## config.mk

```make
export PLATFORM = sky130hd
export DESIGN_NAME = mem_access_unit
export DESIGN_NICKNAME = d
export VERILOG_FILES = /design/src/rtl/mem_access_unit.sv
export SDC_FILE = /design/constraint.sdc
export NUM_CORES = 1
export LEC_CHECK = 0
export ABC_CLOCK_PERIOD_IN_PS = 4390
export CAP_MARGIN = 10
export CORE_UTILIZATION = 36
export CTS_CLUSTER_SIZE = 14
export DETAILED_ROUTE_END_ITERATION = 10
export PLACE_DENSITY = 0.73
export SLEW_MARGIN = 40
export SYNTH_ARGS = -nofsm -noshare
export SYNTH_HDL_FRONTEND = slang
export SYNTH_SLANG_ARGS = --single-unit
```

## constraint.sdc

```tcl
create_clock -name clk -period 4.39 [get_ports clk]
set_input_delay 0.878 -clock clk [delete_from_list [all_inputs] [get_ports clk]]
set_output_delay 0.878 -clock clk [all_outputs]
set_load 0.01 [all_outputs]
```

## src/rtl/mem_access_unit.sv

```systemverilog
// mem_access_unit: memory-access stage of a five-stage RISC-V pipeline.
// Holds the EX/MEM register, drives a ready-handshake data-memory port,
// aligns/extends load data, encodes store lanes and stalls the pipeline
// while the memory inserts wait states. An optional wait limit turns a
// stuck access into a bus-error bubble instead of a permanent stall.
module mem_access_unit #(
    parameter int WAIT_LIMIT = 0
) (
    input  logic        clk,
    input  logic        reset,
    input  logic        ValidE,
    input  logic [31:0] ALUResultE,
    input  logic [31:0] WriteDataE,
    input  logic [4:0]  RdE,
    input  logic [31:0] PCplus4E,
    input  logic        RegWriteE,
    input  logic        MemReadE,
    input  logic        MemWriteE,
    input  logic [2:0]  Funct3E,
    input  logic [1:0]  ResultSrcE,
    output logic [31:0] ALUResultM,
    output logic [31:0] ReadDataM,
    output logic [31:0] PCplus4M,
    output logic [4:0]  RdM,
    output logic        RegWriteM,
    output logic [1:0]  ResultSrcM,
    output logic        StallM,
    output logic        MisalignM,
    output logic        BusErrM,
    output logic        dmem_req,
    output logic        dmem_we,
    output logic [31:0] dmem_addr,
    output logic [3:0]  dmem_be,
    output logic [31:0] dmem_wdata,
    input  logic        dmem_ready,
    input  logic [31:0] dmem_rdata
);

    // Counter wide enough to hold WAIT_LIMIT; at least one bit.
    localparam int            CW           = (WAIT_LIMIT < 2) ? 1 : $clog2(WAIT_LIMIT + 1);
    localparam logic [CW-1:0] LIMIT_C      = CW'(WAIT_LIMIT);
    localparam logic          TIMEOUT_EN_C = (WAIT_LIMIT != 0);

    localparam logic [2:0] F3_B  = 3'b000;
    localparam logic [2:0] F3_H  = 3'b001;
    localparam logic [2:0] F3_W  = 3'b010;
    localparam logic [2:0] F3_BU = 3'b100;
    localparam logic [2:0] F3_HU = 3'b101;

    typedef enum logic [0:0] {
        ST_IDLE = 1'b0,
        ST_WAIT = 1'b1
    } state_t;

    // ------------------------------------------------------------------
    // Helpers
    // ------------------------------------------------------------------

    // Legal size/sign encoding with natural alignment; load+store together is never legal.
    function automatic logic access_legal(input logic [2:0] f3, input logic [1:0] a,
                                          input logic is_load, input logic is_store);
        logic ok;
        case (f3)
            F3_B:    ok = 1'b1;
            F3_H:    ok = ~a[0];
            F3_W:    ok = (a == 2'b00);
            F3_BU:   ok = is_load;
            F3_HU:   ok = is_load & ~a[0];
            default: ok = 1'b0;
        endcase
        return ok & ~(is_load & is_store);
    endfunction

    // Pick the addressed lane out of the read word and extend it.
    function automatic logic [31:0] load_extend(input logic [2:0] f3, input logic [1:0] a,
                                                input logic [31:0] w);
        logic [7:0]  b;
        logic [15:0] h;
        logic [31:0] r;
        case (a)
            2'b00:   b = w[7:0];
            2'b01:   b = w[15:8];
            2'b10:   b = w[23:16];
            2'b11:   b = w[31:24];
            default: b = 8'h00;
        endcase
        h = a[1] ? w[31:16] : w[15:0];
        case (f3)
            F3_B:    r = {{24{b[7]}}, b};
            F3_BU:   r = {24'h000000, b};
            F3_H:    r = {{16{h[15]}}, h};
            F3_HU:   r = {16'h0000, h};
            F3_W:    r = w;
            default: r = 32'h0000_0000;
        endcase
        return r;
    endfunction

    // Byte enables for a store of the given size at the given offset.
    function automatic logic [3:0] store_be(input logic [2:0] f3, input logic [1:0] a);
        logic [3:0] be;
        case (f3)
            F3_B:    be = 4'b0001 << a;
            F3_H:    be = 4'b0011 << a;
            F3_W:    be = 4'b1111;
            default: be = 4'b0000;
        endcase
        return be;
    endfunction

    // Store data replicated across every lane the access could land in.
    function automatic logic [31:0] store_wdata(input logic [2:0] f3, input logic [31:0] wd);
        logic [31:0] r;
        case (f3)
            F3_B:    r = {4{wd[7:0]}};
            F3_H:    r = {2{wd[15:0]}};
            F3_W:    r = wd;
            default: r = 32'h0000_0000;
        endcase
        return r;
    endfunction

    // ------------------------------------------------------------------
    // State
    // ------------------------------------------------------------------
    logic          valid_q,     valid_d;
    logic [31:0]   alu_q,       alu_d;
    logic [31:0]   wd_q,        wd_d;
    logic [4:0]    rd_q,        rd_d;
    logic [31:0]   pc4_q,       pc4_d;
    logic          regwrite_q,  regwrite_d;
    logic          memread_q,   memread_d;
    logic          memwrite_q,  memwrite_d;
    logic [2:0]    funct3_q,    funct3_d;
    logic [1:0]    resultsrc_q, resultsrc_d;
    state_t        state_q,     state_d;
    logic [CW-1:0] cnt_q,       cnt_d;

    logic mem_access_s;
    logic legal_s;
    logic illegal_s;
    logic mem_op_s;
    logic timeout_s;
    logic req_s;
    logic ack_s;
    logic stall_s;
    logic wb_pass_s;

    // Classify the instruction held in M and derive handshake/stall status.
    // The timeout term does not look at dmem_ready, so there is no path
    // from dmem_ready back to dmem_req.
    always_comb begin
        mem_access_s = valid_q & (memread_q | memwrite_q);
        legal_s      = access_legal(funct3_q, alu_q[1:0], memread_q, memwrite_q);
        illegal_s    = mem_access_s & ~legal_s;
        mem_op_s     = mem_access_s & legal_s;
        timeout_s    = TIMEOUT_EN_C & (state_q == ST_WAIT) & (cnt_q == LIMIT_C);
        req_s        = mem_op_s & ~timeout_s;
        ack_s        = req_s & dmem_ready;
        stall_s      = req_s & ~dmem_ready;
        wb_pass_s    = valid_q & ~illegal_s & ~stall_s & ~timeout_s;
    end

    // Wait-state FSM; the counter counts stalled cycles of the current
    // access (the first stalled cycle included) and clears on completion.
    always_comb begin
        state_d = state_q;
        cnt_d   = cnt_q;
        case (state_q)
            ST_IDLE: begin
                if (stall_s) begin
                    state_d = ST_WAIT;
                    cnt_d   = CW'(1);
                end else begin
                    state_d = ST_IDLE;
                    cnt_d   = CW'(0);
                end
            end
            ST_WAIT: begin
                if (stall_s) begin
                    state_d = ST_WAIT;
                    cnt_d   = (cnt_q == {CW{1'b1}}) ? cnt_q : cnt_q + CW'(1);
                end else begin
                    state_d = ST_IDLE;
                    cnt_d   = CW'(0);
                end
            end
            default: begin
                state_d = ST_IDLE;
                cnt_d   = CW'(0);
            end
        endcase
    end

    // EX/MEM register next value: hold on stall, bubble when E is empty.
    always_comb begin
        valid_d     = valid_q;
        alu_d       = alu_q;
        wd_d        = wd_q;
        rd_d        = rd_q;
        pc4_d       = pc4_q;
        regwrite_d  = regwrite_q;
        memread_d   = memread_q;
        memwrite_d  = memwrite_q;
        funct3_d    = funct3_q;
        resultsrc_d = resultsrc_q;
        if (stall_s) begin
            valid_d = valid_q;
        end else if (ValidE) begin
            valid_d     = 1'b1;
            alu_d       = ALUResultE;
            wd_d        = WriteDataE;
            rd_d        = RdE;
            pc4_d       = PCplus4E;
            regwrite_d  = RegWriteE;
            memread_d   = MemReadE;
            memwrite_d  = MemWriteE;
            funct3_d    = Funct3E;
            resultsrc_d = ResultSrcE;
        end else begin
            valid_d     = 1'b0;
            alu_d       = 32'h0000_0000;
            wd_d        = 32'h0000_0000;
            rd_d        = 5'd0;
            pc4_d       = 32'h0000_0000;
            regwrite_d  = 1'b0;
            memread_d   = 1'b0;
            memwrite_d  = 1'b0;
            funct3_d    = 3'b000;
            resultsrc_d = 2'b00;
        end
    end

    // All stage state; an async reset clears valid_q so dmem_req drops at once.
    always_ff @(posedge clk or negedge reset) begin
        if (!reset) begin
            valid_q     <= 1'b0;
            alu_q       <= 32'h0000_0000;
            wd_q        <= 32'h0000_0000;
            rd_q        <= 5'd0;
            pc4_q       <= 32'h0000_0000;
            regwrite_q  <= 1'b0;
            memread_q   <= 1'b0;
            memwrite_q  <= 1'b0;
            funct3_q    <= 3'b000;
            resultsrc_q <= 2'b00;
            state_q     <= ST_IDLE;
            cnt_q       <= CW'(0);
        end else begin
            valid_q     <= valid_d;
            alu_q       <= alu_d;
            wd_q        <= wd_d;
            rd_q        <= rd_d;
            pc4_q       <= pc4_d;
            regwrite_q  <= regwrite_d;
            memread_q   <= memread_d;
            memwrite_q  <= memwrite_d;
            funct3_q    <= funct3_d;
            resultsrc_q <= resultsrc_d;
            state_q     <= state_d;
            cnt_q       <= cnt_d;
        end
    end

    // Memory port: everything is gated by the request so an idle port is all zero.
    always_comb begin
        dmem_req = req_s;
        if (req_s) begin
            dmem_we    = memwrite_q;
            dmem_addr  = {alu_q[31:2], 2'b00};
            dmem_be    = memwrite_q ? store_be(funct3_q, alu_q[1:0]) : 4'b1111;
            dmem_wdata = memwrite_q ? store_wdata(funct3_q, wd_q) : 32'h0000_0000;
        end else begin
            dmem_we    = 1'b0;
            dmem_addr  = 32'h0000_0000;
            dmem_be    = 4'b0000;
            dmem_wdata = 32'h0000_0000;
        end
    end

    // Write-back view: stalled, illegal and timed-out instructions appear as bubbles.
    always_comb begin
        ALUResultM = alu_q;
        PCplus4M   = pc4_q;
        ResultSrcM = resultsrc_q;
        StallM     = stall_s;
        MisalignM  = illegal_s;
        BusErrM    = timeout_s;
        RegWriteM  = wb_pass_s & regwrite_q;
        RdM        = wb_pass_s ? rd_q : 5'd0;
        if (ack_s && memread_q) begin
            ReadDataM = load_extend(funct3_q, alu_q[1:0], dmem_rdata);
        end else begin
            ReadDataM = 32'h0000_0000;
        end
    end

endmodule

```

==> load_flow_metrics.sql <==
INSERT INTO impl_metrics (metric_group, metric, value, unit) VALUES
('run_status', 'outcome', 'completed', ''),
('logic_synthesis', 'postSynthAreaPerCell', '9.67', 'sq um'),
('logic_synthesis', 'post_synth_and_or_nand_nor_area_fraction', '23.2', '%'),
('setup_path', 'timing_worst_setup_path_type', 'flop to output port', ''),
('timing', 'finalCritPeriodShare', '89.1', '%'),
('pwr', 'power_leakage', '4.41', 'nW'),
('floorplan', 'num_io_pins', '322', ''),
('floorplan', 'fp.dieW', '137', 'um'),
('routing', 'detail_route.drc_violations', '0', ''),
('cts', 'cts_setup_buffers', '0', ''),
('finish', 'share_of_post_route_cells_with_drive_strength_above_1', '9.16', '%'),
('pwr', 'power.density_cell_area', '279', 'mW/mm^2'),
('logic_synthesis', 'synth_edf_count', '0', ''),
('setup_path', 'critical_path_required', '3.51', 'ns'),
('routing', 'wirelength', '23300', 'um'),
('global_route', 'grt-busiest-layer', 'met2', ''),
('pwr', 'peakVddDrop', '0.000204', 'V'),
('timing', 'worst_clock_skew', '0.00759', 'ns'),
('logic_synthesis', 'synth.yosys.seq_area_share', '41.7', '%'),
('floorplan', 'die_area', '0.0189', 'sq mm'),
('setup_path', 'critPathArrivalTime', '3.03', 'ns'),
('logic_synthesis', 'yosysTopAreaCellShare', '41.7', '%'),
('placed_design', 'placed_cell_area', '0.00975', 'sq mm'),
('placed_design', 'numPortBuffers', '318', ''),
('placed_design', 'post-place-ws', '0.513', 'ns'),
('timing', 'finalSetupTns', '0', 'ns'),
('setup_path', 'start_kind', 'flop', ''),
('finish', 'nets', '1101', ''),
('logic_synthesis', 'synthesis.yosys.warnings', '0', ''),
('cts', 'cts.hold.buffers_added', '0', ''),
('finish', 'design_area', '0.0101', 'sq mm'),
('timing', 'grt_setup_unrepaired', 'false', ''),
('logic_synthesis', 'dominant_combinational_cell_family_by_area_after_synthesis', 'compound AO/OA/AOI/OAI gates', ''),
('global_route', 'met3_usage', '7.84', '%'),
('global_route', 'groute.layer.met1.usage', '27.3', '%'),
('global_route', 'total_congestion_overflow', '0', ''),
('logic_synthesis', 'ys_dominant_reg_cell', 'sky130_fd_sc_hd__dfrtp_1', ''),
('floorplan', 'start_util', '36.8', '%'),
('worst_hold_path', 'worst_hold_path_type', 'input port to async pin', ''),
('timing', 'final_critical_path_setup_slack', '0.478', 'ns'),
('logic_synthesis', 'synth.area.mux_share', '2.18', '%'),
('global_route', 'pin_count_of_the_biggest_net_entering_global_routing', '111', ''),
('logic_synthesis', 'cell_variety_after_synth', '49', ''),
('placed_design', 'routabilityCongestion', '0.838', ''),
('timing', 'clock.fmax', '256', 'MHz'),
('logic_synthesis', 'yosys.area.top_type', 'sky130_fd_sc_hd__dfrtp_1', ''),
('logic_synthesis', 'post_synth_instance_area', '0.00660', 'sq mm'),
('cts', 'cts-buffers-inserted', '9', ''),
('cts', 'clkSinkCount', '110', ''),
('timing', 'slew_headroom', '52.3', '%'),
('routing', 'via_per_inst', '5.32', ''),
('logic_synthesis', 'synth_seq_cells', '110', ''),
('setup_path', 'crit_path_end_kind', 'output port', ''),
('logic_synthesis', 'post_synth_fa_ha_maj_area_fraction', '0', '%'),
('setup_path', 'crit_path_max_fanout', '25', ''),
('timing', 'report.final.hold_viol_count', '0', ''),
('cts', 'worst_skew_pair.late_latency', '0.36', 'ns'),
('timing', 'worst_hold_slack', '0.416', 'ns'),
('global_route', 'grt_pass1_wl', '34200', 'um'),
('cts', 'tritoncts_clock_tree', 'done', ''),
('job', 'cap_violations', '0', ''),
('finish', 'syn_to_final_growth', '52.6', '%'),
('cts', 'clk_pin_slew', '0.08', 'ns'),
('routing', 'route.vias.total', '6343', ''),
('routing', 'dr.pass1.iters', '5', ''),
('cts', 'cts-root-buf', 'sky130_fd_sc_hd__clkbuf_16', ''),
('global_route', 'antenna_found_initial', '5', ''),
('logic_synthesis', 'synth_xor_area_share', '0.133', '%'),
('global_route', 'first_global_vias', '6228', ''),
('global_route', 'grtUsageTotal', '24.0', '%'),
('floorplan', 'design.core.area', '0.0180', 'sq mm');
## where the power goes
| part | internal [mW] | leakage [nW] | switching, mW |
|---|---|---|---|
| clock | 0.445 | 0.146 | 0.396 |
| sequential | 1.09 | 1.42 | 0.0673 |
| combinational | 0.411 | 2.85 | 0.396 |
## routing by layer
metal,vias to the layer above,part of all wire [%]
met4,2,2.1
li1,3022,-
met3,31,9.4
met1,3031,40
met5,-,0.056
met2,257,49
## cells by family after synthesis
family	Yosys count
multiplexers	13
AND/OR/NAND/NOR	260
XOR/XNOR	1
buffers and inverters	86
AO/OA/AOI/OAI	212
flip-flops	110
other	1
## synthesized netlist by cell type, types with 4 or more instances
master,instances
sky130_fd_sc_hd__and3_1,110
sky130_fd_sc_hd__dfrtp_1,110
sky130_fd_sc_hd__a31o_1,93
sky130_fd_sc_hd__and2_1,55
sky130_fd_sc_hd__nand2_1,43
sky130_fd_sc_hd__a21oi_1,32
sky130_fd_sc_hd__clkbuf_1,32
sky130_fd_sc_hd__nor2_1,26
sky130_fd_sc_hd__o21ai_0,26
sky130_fd_sc_hd__a21oi_2,22
sky130_fd_sc_hd__buf_6,17
sky130_fd_sc_hd__a22oi_1,16
sky130_fd_sc_hd__buf_2,16
sky130_fd_sc_hd__a31o_2,13
sky130_fd_sc_hd__mux2i_1,11
sky130_fd_sc_hd__nor2b_1,11
sky130_fd_sc_hd__inv_1,7
sky130_fd_sc_hd__buf_4,4
## final timing paths
kind	from	end	slack [ns]	cells after the start
setup / recovery	funct3_q[2]$_DFFE_PN0N_	dmem_wdata[10]	0.48	6
min in group clk	PCplus4M[20]$_DFFE_PN0N_	PCplus4M[20]$_DFFE_PN0N_	0.60	2
setup reg to reg	funct3_q[2]$_DFFE_PN0N_	wd_q[18]$_DFFE_PN0N_	1.92	6
hold / removal	reset	ALUResultM[23]$_DFFE_PN0N_	0.42	1
max in group asynchronous	reset	wd_q[5]$_DFFE_PN0N_	3.07	3
hold reg to reg	PCplus4M[20]$_DFFE_PN0N_	PCplus4M[20]$_DFFE_PN0N_	0.60	2
## stage by stage
| stage | cells | utilization, % | power (mW) |
|---|---|---|---|
| 2_1_floorplan | 685 | - | 1.58 |
| 3_3_place_gp | 1173 | 54.2 | 1.98 |
| 3_5_place_dp | 1173 | 54.3 | 1.99 |
| 4_1_cts | 1189 | 56.0 | 2.83 |
| 5_1_grt | 1191 | 56.1 | 2.94 |
| 6_report | 1192 | 56.1 | 2.81 |
## critical path, cell delays in order, from the launching register on
cell and delay [ns]:
sky130_fd_sc_hd__dfrtp_1 0.52, sky130_fd_sc_hd__nor4_4 0.39, sky130_fd_sc_hd__a31o_4 0.20, sky130_fd_sc_hd__nand4_4 0.17, sky130_fd_sc_hd__inv_1 0.59, sky130_fd_sc_hd__and2_1 0.23, sky130_fd_sc_hd__clkdlybuf4s50_1 0.58
## state kept, by name (all words and copies together) (netlist names)
register and count:
ALUResultM 32, ResultSrcM 2, memread_q 1, rd_q 5, memwrite_q 1, funct3_q 3, regwrite_q 1, wd_q 32
PCplus4M 32, valid_q 1
## placed cells by master, fill, tap and decap left out, types with 2 or more instances in the layout
master,n
sky130_fd_sc_hd__and2_1,55
sky130_fd_sc_hd__a31o_2,13
sky130_fd_sc_hd__conb_1,3
sky130_fd_sc_hd__nor2_1,26
sky130_fd_sc_hd__diode_2,2
sky130_fd_sc_hd__and3_1,110
sky130_fd_sc_hd__dfrtp_1,110
sky130_fd_sc_hd__nand2b_1,3
sky130_fd_sc_hd__nor2b_1,11
sky130_fd_sc_hd__o21ai_0,26
sky130_fd_sc_hd__clkbuf_16,9
sky130_fd_sc_hd__a31o_1,93
sky130_fd_sc_hd__buf_6,2
sky130_fd_sc_hd__buf_4,18
sky130_fd_sc_hd__a21oi_2,22
sky130_fd_sc_hd__a21oi_1,32
sky130_fd_sc_hd__buf_12,2
sky130_fd_sc_hd__clkinv_2,2
sky130_fd_sc_hd__mux2i_1,11
sky130_fd_sc_hd__inv_1,7
sky130_fd_sc_hd__nand2_1,43
sky130_fd_sc_hd__clkdlybuf4s50_1,316
sky130_fd_sc_hd__clkinv_4,2
sky130_fd_sc_hd__nand4_4,2
sky130_fd_sc_hd__a22oi_1,16
## final cells by class
| class | instances | area [sq um] |
|---|---|---|
| Antenna cell | 2 | 5.00 |
| Clock buffer | 9 | 225 |
| Clock inverter | 7 | 73.8 |
| Fill cell | 1626 | 7890 |
| Inverter | 8 | 30.0 |
| Multi-Input combinational cell | 489 | 3340 |
| Sequential cell | 110 | 2750 |
| Tap cell | 229 | 287 |
| Timing Repair Buffer | 338 | 3360 |
No activity file was read; power rests on OpenSTA's default activity.
